**src/rtl/uart_tx_buffer_if.sv**
```systemverilog
// Character/serial bundle between the core-side producer and the UART transmit buffer.
interface uart_tx_buffer_if #(
   parameter int ADDR_W = 3
);
   logic [8:0]      uart_in;     // [8] write strobe, [7:0] character
   logic            tx;          // serial line, idle high
   logic            tx_busy;     // frame in flight or characters queued
   logic            tx_done;     // one-cycle pulse at end of stop bit
   logic [ADDR_W:0] fifo_level;  // characters currently queued
   logic            overflow;    // sticky dropped-character flag

   // Producer side: drives characters, observes the line and status.
   modport master (
      output uart_in,
      input  tx, tx_busy, tx_done, fifo_level, overflow
   );

   // Buffer side: consumes characters, drives the line and status.
   modport slave (
      input  uart_in,
      output tx, tx_busy, tx_done, fifo_level, overflow
   );
endinterface

```
**src/rtl/uart_tx_buffer.sv**
```systemverilog
// Small character FIFO feeding an 8N1 serialiser (1 start, 8 data LSB-first, 1 stop).
// The head character is popped only from IDLE, so consecutive frames are separated
// by exactly one idle-high cycle. The line output is registered.
module uart_tx_buffer #(
   parameter int CLKS_PER_BIT = 4,
   parameter int FIFO_DEPTH   = 8,
   parameter int ADDR_W       = 3
) (
   input  logic              clock,
   input  logic              reset,
   uart_tx_buffer_if.slave   uart_if
);
   localparam int                TMR_W      = $clog2(CLKS_PER_BIT);
   localparam logic [TMR_W-1:0]  TMR_LAST   = TMR_W'(CLKS_PER_BIT - 1);
   localparam logic [ADDR_W:0]   LEVEL_FULL = (ADDR_W + 1)'(FIFO_DEPTH);

   typedef enum logic [1:0] {
      S_IDLE  = 2'd0,
      S_START = 2'd1,
      S_DATA  = 2'd2,
      S_STOP  = 2'd3
   } state_t;

   state_t            state_q, state_d;
   logic [TMR_W-1:0]  timer_q, timer_d;
   logic [2:0]        idx_q, idx_d;
   logic [7:0]        shift_q, shift_d;
   logic              tx_q, tx_d;
   logic              done_q, done_d;

   logic [7:0]        mem_q [FIFO_DEPTH];
   logic [ADDR_W-1:0] wr_ptr_q, rd_ptr_q;
   logic [ADDR_W:0]   level_q;
   logic              overflow_q;

   logic              strobe;
   logic              full;
   logic              bit_end;
   logic              pop;
   logic              push;

   assign strobe  = uart_if.uart_in[8];
   assign full    = (level_q == LEVEL_FULL);
   assign bit_end = (timer_q == TMR_LAST);
   // A pop frees a slot on the same edge, so a full FIFO can still accept then.
   assign pop     = (state_q == S_IDLE) && (level_q != '0);
   assign push    = strobe && (!full || pop);

   // State register, FIFO bookkeeping and registered line outputs.
   always_ff @(posedge clock) begin
      if (reset) begin
         state_q    <= S_IDLE;
         timer_q    <= '0;
         idx_q      <= '0;
         shift_q    <= '0;
         tx_q       <= 1'b1;
         done_q     <= 1'b0;
         wr_ptr_q   <= '0;
         rd_ptr_q   <= '0;
         level_q    <= '0;
         overflow_q <= 1'b0;
      end else begin
         state_q <= state_d;
         timer_q <= timer_d;
         idx_q   <= idx_d;
         shift_q <= shift_d;
         tx_q    <= tx_d;
         done_q  <= done_d;
         if (push) begin
            wr_ptr_q <= wr_ptr_q + ADDR_W'(1);
         end
         if (pop) begin
            rd_ptr_q <= rd_ptr_q + ADDR_W'(1);
         end
         case ({push, pop})
            2'b10:   level_q <= level_q + (ADDR_W + 1)'(1);
            2'b01:   level_q <= level_q - (ADDR_W + 1)'(1);
            default: level_q <= level_q;
         endcase
         if (strobe && !push) begin
            overflow_q <= 1'b1;
         end
      end
   end

   // Character storage; no reset so it maps onto plain RAM.
   always_ff @(posedge clock) begin
      if (!reset && push) begin
         mem_q[wr_ptr_q] <= uart_if.uart_in[7:0];
      end
   end

   // Next-state logic: bit timer, bit index and shift register sequencing.
   always_comb begin
      state_d = state_q;
      timer_d = timer_q;
      idx_d   = idx_q;
      shift_d = shift_q;
      case (state_q)
         S_IDLE: begin
            if (pop) begin
               state_d = S_START;
               timer_d = '0;
               shift_d = mem_q[rd_ptr_q];
            end
         end
         S_START: begin
            if (bit_end) begin
               state_d = S_DATA;
               timer_d = '0;
               idx_d   = '0;
            end else begin
               timer_d = timer_q + TMR_W'(1);
            end
         end
         S_DATA: begin
            if (bit_end) begin
               timer_d = '0;
               shift_d = shift_q >> 1;
               if (idx_q == 3'd7) begin
                  state_d = S_STOP;
               end else begin
                  idx_d = idx_q + 3'd1;
               end
            end else begin
               timer_d = timer_q + TMR_W'(1);
            end
         end
         S_STOP: begin
            if (bit_end) begin
               state_d = S_IDLE;
               timer_d = '0;
            end else begin
               timer_d = timer_q + TMR_W'(1);
            end
         end
         default: state_d = S_IDLE;
      endcase
   end

   // Output logic: line level for the upcoming state, done on the last stop-bit cycle.
   always_comb begin
      tx_d = 1'b1;
      case (state_d)
         S_START: tx_d = 1'b0;
         S_DATA:  tx_d = shift_d[0];
         default: tx_d = 1'b1;
      endcase
      done_d = (state_q == S_STOP) && bit_end;
   end

   assign uart_if.tx         = tx_q;
   assign uart_if.tx_busy    = (state_q != S_IDLE) || (level_q != '0);
   assign uart_if.tx_done    = done_q;
   assign uart_if.fifo_level = level_q;
   assign uart_if.overflow   = overflow_q;
endmodule

```
**src/flat_wrapper.sv**
```systemverilog
// flat-port wrapper written by rule: the top's interface ports become plain ports
module uart_tx_buffer_flat 
#(
   parameter int CLKS_PER_BIT = 4,
   parameter int FIFO_DEPTH   = 8,
   parameter int ADDR_W       = 3
)
  (clock, reset, uart_if_uart_in, uart_if_tx, uart_if_tx_busy, uart_if_tx_done, uart_if_fifo_level, uart_if_overflow);
  uart_tx_buffer_if #(.ADDR_W(ADDR_W)) uart_if_i ();
  input  logic clock;
  input  logic reset;
  input wire logic [$bits(uart_if_i.uart_in)-1:0] uart_if_uart_in;
  output wire logic [$bits(uart_if_i.tx)-1:0] uart_if_tx;
  output wire logic [$bits(uart_if_i.tx_busy)-1:0] uart_if_tx_busy;
  output wire logic [$bits(uart_if_i.tx_done)-1:0] uart_if_tx_done;
  output wire logic [$bits(uart_if_i.fifo_level)-1:0] uart_if_fifo_level;
  output wire logic [$bits(uart_if_i.overflow)-1:0] uart_if_overflow;
  assign uart_if_i.uart_in = uart_if_uart_in;
  assign uart_if_tx = uart_if_i.tx;
  assign uart_if_tx_busy = uart_if_i.tx_busy;
  assign uart_if_tx_done = uart_if_i.tx_done;
  assign uart_if_fifo_level = uart_if_i.fifo_level;
  assign uart_if_overflow = uart_if_i.overflow;
  uart_tx_buffer #(.CLKS_PER_BIT(CLKS_PER_BIT), .FIFO_DEPTH(FIFO_DEPTH), .ADDR_W(ADDR_W)) u_core (.clock(clock), .reset(reset), .uart_if(uart_if_i));
endmodule
```
**config.mk**
```make
export PLATFORM = sky130hd
export DESIGN_NAME = uart_tx_buffer_flat
export DESIGN_NICKNAME = d
export VERILOG_FILES = /design/src/rtl/uart_tx_buffer_if.sv /design/src/rtl/uart_tx_buffer.sv /design/src/flat_wrapper.sv
export SDC_FILE = /design/constraint.sdc
export NUM_CORES = 1
export LEC_CHECK = 0
export ABC_AREA = 1
export BUFFER_PORTS_ARGS = -buffer_cell sky130_fd_sc_hd__buf_2
export CORE_MARGIN = 1.5
export CORE_UTILIZATION = 35
export CTS_CLUSTER_DIAMETER = 40
export DETAILED_ROUTE_END_ITERATION = 12
export PLACE_DENSITY = 0.62
export RECOVER_POWER = 50
export SLEW_MARGIN = 40
export SYNTH_ARGS = -nofsm -noshare
export SYNTH_HDL_FRONTEND = slang
export SYNTH_SLANG_ARGS = --single-unit
```
**constraint.sdc**
```tcl
create_clock -name clock -period 3.63 [get_ports clock]
set_input_delay 1.089 -clock clock [delete_from_list [all_inputs] [get_ports clock]]
set_output_delay 1.089 -clock clock [all_outputs]
set_load 0.02 [all_outputs]
```
==> impl_metrics.py <==
metrics = {
    "run_status": {
        "status": "completed",
    },
    "finish": {
        "drive_gt1_share_pct": 8.60,
        "nets": 445,
        "fillers": 1036,
        "antenna_cells": 0,
        "mostFrequentLayoutCells": "nor2_1 (73), nand2_1 (68), edfxtp_1 (64)",
        "stdcell_count": 570,
        "design_area_mm2": 0.00451,
        "syn2layout_area_growth_pct": 12.5,
        "final_common_cell": "nor2_1",
    },
    "critical_path": {
        "cpPeakStageDelay_ns": 0.54,
        "worst_setup_path_end_kind": "flop",
        "path_class": "primary input to flop",
        "cp_max_fo": 22,
        "worstPathRequired_ns": 3.60,
        "critPathArrivalTime_ns": 2.63,
        "cp_slowest_cell": "nor2_1",
        "crit_chain": "clkbuf_1 > inv_1 > nand3_1 > nor2_1",
        "start_kind": "primary input",
    },
    "timing": {
        "hold_violations": 0,
        "drv_slew": 0,
        "finalSetupTns_ns": 0,
        "slew_headroom_pct": 30.7,
        "final.setup_skew_ns": 0.00692,
        "period_share_pct": 73.3,
        "setup_viol": 0,
        "fmax_mhz": 376,
        "holdWs_ns": 0.473,
        "rsz0062_at_grt": "false",
        "worstMarginPinSlew_ns": 1.04,
        "period_minus_slack_ns": 2.66,
    },
    "logic_synthesis": {
        "netlist.area_leader.share_pct": 47.9,
        "yosysSeqAreaShare_pct": 63.4,
        "synth_largest_area_cell": "edfxtp_1",
        "synth_top_cells_by_area": "edfxtp_1 (48%), dfxtp_1 (15%), nor2_1 (6.8%), nand2_1 (6.4%), nand3_1 (5.5%)",
        "ys_warn_count": 0,
        "ys_ff_latch": 95,
        "yosysUniqueCellTypes": 30,
        "avgSynthCellArea_um2": 9.80,
        "syn-cell-area_mm2": 0.00401,
        "synth_nets": 428,
        "syn-instance-count": 409,
    },
    "die": {
        "die-area_mm2": 0.0121,
        "die_h_um": 110,
        "initial_utilization_pct": 36.5,
        "ioPinCount": 19,
        "die_w_um": 110,
        "num_rows": 38,
        "core-area_mm2": 0.0110,
    },
    "global_route": {
        "track_usage_pct": 15.0,
        "grt_pass1_vias": 2594,
        "grt_pass1_wl_mm": 13.1,
        "grt_max_degree": 34,
        "antenna_found_initial": 0,
        "overflow": 0,
    },
    "clock_tree": {
        "clock_sinks": 95,
        "clock-root-buffer": "clkbuf_16",
        "insertion_delay_ns": 0.34,
        "clk_path_buf_depth": 2,
        "cts.repair.resized": 0,
        "clkTransAtPathRegs_ns": 0.06,
        "hold_buffers": 0,
        "cts_tree": "done",
        "cts_setup_buffers": 0,
        "htreeDepth": 3,
        "cts_made_buffers": 9,
    },
    "place": {
        "dpl-instance-area_mm2": 0.00422,
        "placed_cells": 555,
        "hpwl_mm": 5.59,
        "gp_congestion": 0.789,
        "portBuffers": 18,
    },
    "detailed_routing": {
        "drt_wl_total_mm": 8.39,
        "drt_iter0_markers": 245,
        "post_drt_wl_per_cell_um": 14.7,
        "first_pass_iters": 5,
        "drt-vias-per-instance": 4.86,
        "drc": 0,
        "via_count": 2770,
        "detail-route-antenna-nets": 0,
    },
    "flow_run": {
        "cap_violations": 0,
    },
    "power": {
        "power.density_mw_per_mm2": 717,
        "leakage_nw": 1.73,
        "vdd_drop_max_v": 0.000331,
        "power_w": 0.00323,
    },
    "min_path": {
        "hold_path_class": "flop to flop",
    },
}
[power by group]
group	internal, W	switching (W)	leakage [nW]
Sequential	0.00127	0.0000994	0.833
Combinational	0.000283	0.000611	0.746
Clock	0.000595	0.000370	0.150
[flip-flops by register name, summed over array words and instances (netlist names), named ones only]
register	count
u_core.shift_q	8
u_core.uart_if.tx	1
u_core.state_q	2
u_core.rd_ptr_q	3
u_core.uart_if.overflow	1
u_core.wr_ptr_q	3
u_core.timer_q	2
u_core.uart_if.tx_done	1
u_core.idx_q	3
u_core.uart_if.fifo_level	4
u_core.mem_q	64
[worst paths after layout]
| check | slack, ns | start | to | depth (start not counted) |
|---|---|---|---|---|
| max reg2reg | 1.48 | u_core.uart_if.fifo_level[1] | u_core.uart_if.fifo_level[3] | 13 |
| min reg2reg | 0.47 | u_core.idx_q[2] | u_core.idx_q[2] | 2 |
| min | 0.47 | u_core.idx_q[2] | u_core.idx_q[2] | 2 |
| max | 0.97 | reset | u_core.mem_q[7][0] | 4 |
[final cells by class]
cell class	instances	area, um2	area share, %
inverters	38	143	3.16
clock inverters	5	73.8	1.64
flip-flops and latches	95	2540	56.4
multi-input cells	262	1250	27.8
well taps	140	175	3.89
clock buffers	10	229	5.08
repair buffers	20	91.3	2.03
[layer usage]
metal  vias up  track usage, %  share of wire [%]
li1       1402               -                  -
met1      1289            19.5                 46
met2        70            24.0                 48
met3         9            3.53                5.0
met4         0            6.03                1.2
met5         -               0                  0
[synth_stat cells]
library cell  count
nor2_1           73
nand2_1          68
edfxtp_1         64
nand3_1          44
inv_1            34
o21ai_0          32
dfxtp_1          31
a21oi_1          18
ha_1              7
buf_2             6
inv_2             4
clkbuf_1          3
nand2_2           3
nor3_1            3
buf_4             2
clkbuf_2          2
xor2_1            2
a21oi_2           1
a22oi_1           1
and3_1            1
buf_1             1
fa_1              1
nand2_4           1
nand4_1           1
nor2_2            1
nor2_4            1
nor3_2            1
nor3b_2           1
or2_0             1
or2_4             1
[cells by family after synthesis]
| family | Yosys count | share of synthesized area (%) |
|---|---|---|
| compound gates | 52 | 6.65 |
| xor+xnor | 2 | 0.437 |
| fa+ha+maj | 8 | 2.68 |
| buf+inv | 52 | 5.31 |
| flops | 95 | 63.4 |
| simple gates | 200 | 21.5 |
[stage by stage]
step | worst slack, ns | utilization, %
floorplan | 1.29 | -
global placement | 0.939 | 38.4
detailed placement | 0.904 | 38.4
CTS | 1.16 | 41.2
global route | 0.781 | 41.0
finish | 0.970 | 41.0
[critical path: cells and delay by family]
| family | cells | cell delay [ns] |
|---|---|---|
| buffers and inverters | 2 | 0.85 |
| and+or+nand+nor | 2 | 0.69 |
(Power assumes the default switching activity.)
